[src/rtl/chip_test_sequencer.sv]
// Chip-checker top controller: runs the selected tester NUM_PASSES times and holds one verdict.
// Optional per-run watchdog is built when CHIP_SEQ_TIMEOUT_EN is defined.
module chip_test_sequencer #(
   parameter int unsigned NUM_CHIPS   = 8,
   parameter int unsigned SEL_W       = 3,
   parameter int unsigned NUM_PASSES  = 4,
   parameter int unsigned TIMEOUT_CYC = 4096
) (
   input  logic                 Clk,
   input  logic                 Reset,
   input  logic                 Start,
   input  logic [SEL_W-1:0]     Chip_Sel,
   input  logic                 Disp_Ack,
   input  logic [NUM_CHIPS-1:0] Chip_Done,
   input  logic [NUM_CHIPS-1:0] Chip_RSLT,
   output logic [NUM_CHIPS-1:0] Chip_Run,
   output logic [NUM_CHIPS-1:0] Chip_Disp,
   output logic                 Busy,
   output logic                 Result_Valid,
   output logic                 Pass,
   output logic                 Sel_Err,
   output logic                 Timeout,
   output logic [7:0]           Pass_Cnt,
   output logic [SEL_W-1:0]     Active_Sel
);

   typedef enum logic [2:0] {
      StIdle, StLaunch, StWaitDone, StSample, StRelease, StNext, StReport
   } state_e;

   localparam logic [NUM_CHIPS-1:0] SlotLsb    = NUM_CHIPS'(1);
   localparam logic [SEL_W:0]       NumChipsW  = NUM_CHIPS[SEL_W:0];
   localparam logic [7:0]           NumPassesB = NUM_PASSES[7:0];

   if ((2 ** SEL_W) < NUM_CHIPS || NUM_PASSES == 0 || NUM_PASSES > 255 || TIMEOUT_CYC == 0)
   begin : g_bad_params
      $error("chip_test_sequencer: illegal parameter combination");
   end

   state_e                 state_q, state_d;
   logic                   start_q, start_edge;
   logic                   sel_bad, done_sel, tmo_hit;
   logic                   rslt_q, rslt_d;
   logic [7:0]             cnt_inc, cnt_d;
   logic [SEL_W-1:0]       sel_d;
   logic [NUM_CHIPS-1:0]   run_d, disp_d, mask_d;
   logic                   busy_d, valid_d, pass_d, err_d, tmo_d;

   assign start_edge = Start & ~start_q;
   assign sel_bad    = ({1'b0, Chip_Sel} >= NumChipsW);
   assign done_sel   = Chip_Done[Active_Sel];
   assign cnt_inc    = (Pass_Cnt == 8'hFF) ? Pass_Cnt : Pass_Cnt + 8'd1;

`ifdef CHIP_SEQ_TIMEOUT_EN
   localparam int unsigned     TmoW    = $clog2(TIMEOUT_CYC + 1);
   localparam logic [TmoW-1:0] TmoLast = TmoW'(TIMEOUT_CYC - 1);

   logic [TmoW-1:0] tmo_cnt_q;
   logic            waiting;

   assign waiting = (state_q == StWaitDone) || (state_q == StSample);
   assign tmo_hit = waiting && (tmo_cnt_q == TmoLast);

   // Held at zero outside the wait states, so every WAIT_DONE entry from LAUNCH starts fresh.
   always_ff @(posedge Clk or negedge Reset) begin
      if (!Reset)       tmo_cnt_q <= '0;
      else if (waiting) tmo_cnt_q <= tmo_cnt_q + TmoW'(1);
      else              tmo_cnt_q <= '0;
   end
`else
   assign tmo_hit = 1'b0;
`endif

   always_ff @(posedge Clk or negedge Reset) begin
      if (!Reset) begin
         state_q      <= StIdle;
         start_q      <= 1'b0;
         rslt_q       <= 1'b0;
         Chip_Run     <= '0;
         Chip_Disp    <= '0;
         Busy         <= 1'b0;
         Result_Valid <= 1'b0;
         Pass         <= 1'b0;
         Sel_Err      <= 1'b0;
         Timeout      <= 1'b0;
         Pass_Cnt     <= '0;
         Active_Sel   <= '0;
      end else begin
         state_q      <= state_d;
         start_q      <= Start;
         rslt_q       <= rslt_d;
         Chip_Run     <= run_d;
         Chip_Disp    <= disp_d;
         Busy         <= busy_d;
         Result_Valid <= valid_d;
         Pass         <= pass_d;
         Sel_Err      <= err_d;
         Timeout      <= tmo_d;
         Pass_Cnt     <= cnt_d;
         Active_Sel   <= sel_d;
      end
   end

   always_comb begin
      state_d = state_q;
      unique case (state_q)
         StIdle:     if (start_edge) state_d = sel_bad ? StReport : StLaunch;
         StLaunch:   state_d = StWaitDone;
         StWaitDone: begin
            if (tmo_hit)       state_d = StReport;
            else if (done_sel) state_d = StSample;
         end
         // Done must be seen on two consecutive cycles before RSLT is trusted.
         StSample: begin
            if (tmo_hit) state_d = StReport;
            else         state_d = done_sel ? StRelease : StWaitDone;
         end
         StRelease:  if (!done_sel) state_d = StNext;
         StNext:     state_d = (!rslt_q || cnt_inc == NumPassesB) ? StReport : StLaunch;
         StReport:   if (Disp_Ack) state_d = StIdle;
         default:    state_d = StIdle;
      endcase
   end

   always_comb begin
      sel_d  = Active_Sel;
      cnt_d  = Pass_Cnt;
      pass_d = Pass;
      err_d  = Sel_Err;
      tmo_d  = Timeout;
      rslt_d = rslt_q;
      run_d  = '0;
      disp_d = '0;
      unique case (state_q)
         StIdle: begin
            if (start_edge) begin
               sel_d  = Chip_Sel;
               cnt_d  = '0;
               pass_d = 1'b0;
               err_d  = sel_bad;
               tmo_d  = 1'b0;
            end
         end
         StSample: if (!tmo_hit && done_sel) rslt_d = Chip_RSLT[Active_Sel];
         StNext: begin
            if (rslt_q) begin
               cnt_d = cnt_inc;
               if (cnt_inc == NumPassesB) pass_d = 1'b1;
            end else begin
               pass_d = 1'b0;
            end
         end
         StReport: begin
            if (Disp_Ack) begin
               pass_d = 1'b0;
               err_d  = 1'b0;
               tmo_d  = 1'b0;
            end
         end
         default: ;
      endcase
      mask_d = SlotLsb << sel_d;
      // A hung tester still gets one DISP pulse so it is cleared before the verdict.
      if (tmo_hit) begin
         tmo_d  = 1'b1;
         pass_d = 1'b0;
         disp_d = mask_d;
      end
      if (state_d == StLaunch)  run_d  = mask_d;
      if (state_d == StRelease) disp_d = mask_d;
      busy_d  = (state_d != StIdle) && (state_d != StReport);
      valid_d = (state_d == StReport);
   end

endmodule

[config.mk]
export PLATFORM = sky130hd
export DESIGN_NAME = chip_test_sequencer
export DESIGN_NICKNAME = d
export VERILOG_FILES = /design/src/rtl/chip_test_sequencer.sv
export SDC_FILE = /design/constraint.sdc
export NUM_CORES = 1
export LEC_CHECK = 0
export BUFFER_PORTS_ARGS = -buffer_cell sky130_fd_sc_hd__buf_2
export CORE_ASPECT_RATIO = 2
export CORE_MARGIN = 5
export CORE_UTILIZATION = 48
export DETAILED_ROUTE_END_ITERATION = 12
export HOLD_SLACK_MARGIN = 0.1
export PLACE_DENSITY = 0.72
export SYNTH_ARGS = -nofsm -noshare
export SYNTH_HDL_FRONTEND = slang
export SYNTH_SLANG_ARGS = --single-unit
[constraint.sdc]
create_clock -name Clk -period 2.5 [get_ports Clk]
set_input_delay 0.5 -clock Clk [delete_from_list [all_inputs] [get_ports Clk]]
set_output_delay 0.5 -clock Clk [all_outputs]
set_load 0.01 [all_outputs]
==> results_dict.tcl <==
set metrics [dict create \
    num-fill-cells 386 \
    std_cell_rows 33 \
    dieArea_um2 5713 \
    p_int_uw 1345 \
    fmax_ghz 0.4777 \
    tns_ns 0 \
    pwr-share-clk_pct 19.0 \
    synth_area_leaders "dfrtp_1 43%, nand2_1 5.7%, nor3b_2 4.9%" \
    layout_setup_ws_ns 0.4068 \
    setup-violations-final 0 \
    drc 0 \
    clk_root_buffer_cell "clkbuf_8" \
    drive_above_1_share_pct 31.03 \
    synth-edff-count 0 \
    power.switching_uw 972.4 \
    dieWidth_um 56.01 \
    portBuffers 52 \
    cp_slowest_cell "and4b_1" \
    outcome "finished, final reports clean" \
    dr_wl_met3_um 247 \
    drv_cap 0 \
    regArea_um2 875.8 \
    top_layer "met4" \
    power_frac_comb_pct 43.6 \
    cp.required_ns 2.65 \
    drtIter0Drc 53 \
    cts_buffers 5 \
    yosysSeqAreaShare_pct 43.10 \
    antenna_found_initial 0 \
    post-cts-setup-buffer-count 0 \
    diodes 0 \
    cp.buffers_inverters 0 \
    routed_wl_um 4851 \
    cts_buffer_depth 2 \
    yosys_warnings 0 \
    period_share_pct 83.73 \
    rsz0062_at_grt "false" \
    max-slew-margin-rel_pct 48.62 \
    synth_cell_types 54 \
    start_util_pct 49.71 \
    finish.instance_area_um2 2424 \
    critPathLaunchType "flop" \
    grt_max_degree 36 \
    layout-area-overhead-vs-synth_pct 19.27 \
    tightest_slew_ns 0.7706 \
    grt_usage_pct 18.22 \
    power_density_nw_per_um2 956.2 \
    path_max_fanout 9 \
    cts_resized 0 \
    crit_family "simple AND/OR/NAND/NOR gates" \
    post_drt_wl_per_cell_um 15.50 \
    swShare_pct 41.96 \
    gp_congestion 0.7789 \
    final_nets 284 \
    post-route-min-period_ns 2.093 \
    post-place-ws_ns 0.4044 \
    globalRoute.totalOverflow 0 \
    skew_ns 0.006901 \
    cts_tree "built" \
    core-area_um2 4088 \
    slew_violations 0 \
    ir_drop_mv 0.6216 \
    syn-cell-area_um2 2032 \
    wl_met1_um 1605 \
    synth_async_sr_flop_share_pct 100.0 \
    htreeDepth 2 \
    cpPeakStageDelay_ns 0.52 \
    min_path_type "input pin to asynchronous set/reset pin" \
    p_leak_uw 0.001136 \
    utilization_pct 59.29 \
    synth_top_cell_area_share_pct 43.10 \
    synthFlopType "dfrtp_1" \
    synth_area_leader_cell "dfrtp_1" \
    clock_latency_ns 0.28 \
    ys_seq_elements 35 \
    pwr-share-seq_pct 37.4 \
    die_h_um 102.0 \
    clk_pin_slew_ns 0.07 \
    first_global_vias 1742 \
    setup.worst_path.end_class "flop" \
    place_area_um2 2323 \
    firstDrtPassIters 7 \
    grt_pass1_wl_um 8093 \
    multiInputGateArea_um2 1055 \
    dpl.hpwl_um 3760 \
    drtAntennaViolNets 0 \
    crit_chain "ha_1, nor4b_1, o211ai_1, nand2_1, and4b_1, nor3b_2" \
    wl_met2_um 2887 \
    cts.sinks 35 \
    ctsHoldBuffers 0 \
    ios 55 \
    timing_hold_violations_final 0 \
    power.total_uw 2317 \
    crit_arrival_ns 2.24 \
    num_vias 1752 \
    postSynthCellCount 208 \
    syn-mean-instance-area_um2 9.769 \
    path_class "flop to flop" \
    viasPerCell 5.597 \
]
cell usage in the layout (no fill, tap or decap), types with 2 or more instances in the layout:
cell type   n
a31oi_1     4
nand3_1     2
o211ai_1    4
o31ai_1     2
o21ai_0    11
a311oi_1    2
a21oi_1     8
buf_4       6
nand4_1     4
buf_2      52
nand2b_1    4
nor3_1     11
and2_1      3
inv_1       6
mux4_1      2
clkbuf_8    7
dfrtp_1    35
nor3b_2     8
xor2_1      2
and4b_1     2
and3_1      2
nand4b_1    2
mux2i_1     5
nor2_1     13
nand2_1    31
nor2b_1     2
conb_1      2
o221ai_1    2
a21boi_0    2
kinds of logic (layout without fill, tap and decap cells):
logic type,Yosys count,after routing,synth area share (%)
mux,9,9,6.342
xor+xnor,2,2,0.8622
simple gates,93,93,26.85
fa+ha+maj,1,1,0.6157
compound gates,47,47,16.87
buf+inv,20,72,5.172
other cells,1,2,0.1846
flops,35,35,43.10
worst paths after layout:
check | to | slack, ns | from | cells past startpoint
min | Active_Sel[1] | 0.29 | Reset | 1
max in group asynchronous | state_q[2] | 1.72 | Reset | 1
max reg2reg | Chip_Run[4] | 0.41 | Pass_Cnt[1] | 6
max | Chip_Run[4] | 0.41 | Pass_Cnt[1] | 6
min reg2reg | Pass | 0.56 | Pass | 2
min in group Clk | start_q | 0.34 | Start | 1
power by group through the flow:
stage | Sequential (uW) | Clock (uW) | Combinational (uW)
finish | 866 | 440 | 1010
global route | 892 | 475 | 1120
CTS | 864 | 448 | 1020
detailed placement | 874 | 0 | 1020
global placement | 874 | 0 | 1000
floorplan | 813 | 0 | 804
per-layer routing:
layer,vias to the layer above,GRT usage (%)
met4,0,8.775
met1,832,16.95
met3,11,3.413
met5,-,0
li1,852,-
met2,57,36.70
final cells by class:
class,instances,share of cell area [%]
multi-input combinational,154,43.52
sequential,35,36.14
timing repair buffer,58,12.60
clock buffer,8,4.130
tap,52,2.685
inverter,6,0.9293
sequential cells by signal (all words and copies together) (netlist names):
| register | cells |
|---|---|
| Chip_Disp | 8 |
| rslt_q | 1 |
| Pass | 1 |
| Chip_Run | 8 |
| Pass_Cnt | 8 |
| Busy | 1 |
| Active_Sel | 3 |
| Result_Valid | 1 |
| start_q | 1 |
| state_q | 3 |
stage by stage:
| stage | hold WS [ns] | instances |
|---|---|---|
| floorplan | 0.2044 | 209 |
| global placement | 0.5245 | 305 |
| detailed placement | 0.5555 | 305 |
| CTS | 0.3142 | 313 |
| global route | 0.3256 | 313 |
| finish | 0.2900 | 313 |
synth_stat cells (all sizes together), types with 2 or more instances:
| cell | n |
|---|---|
| nor2 | 13 |
| a21boi | 2 |
| buf | 10 |
| o31ai | 2 |
| a31oi | 4 |
| o211ai | 4 |
| o21ai | 11 |
| clkbuf | 4 |
| a311oi | 2 |
| and2 | 3 |
| mux4 | 2 |
| nand2 | 31 |
| inv | 6 |
| mux2 | 2 |
| nand4b | 2 |
| nand3 | 2 |
| nor3 | 12 |
| dfrtp | 35 |
| nor3b | 9 |
| o221ai | 3 |
| nor2b | 2 |
| mux2i | 5 |
| and3 | 2 |
| and4b | 2 |
| nand2b | 4 |
| xor2 | 2 |
| nand4 | 4 |
| a21oi | 8 |
| a211oi | 2 |
worst register-to-register path, cell delays in order, from the launching register on:
cell      delay, ns
dfrtp_1        0.45
ha_1           0.32
nor4b_1        0.26
o211ai_1       0.20
nand2_1        0.10
and4b_1        0.52
nor3b_2        0.10
Note: power is estimated with default switching activity, not from simulation.
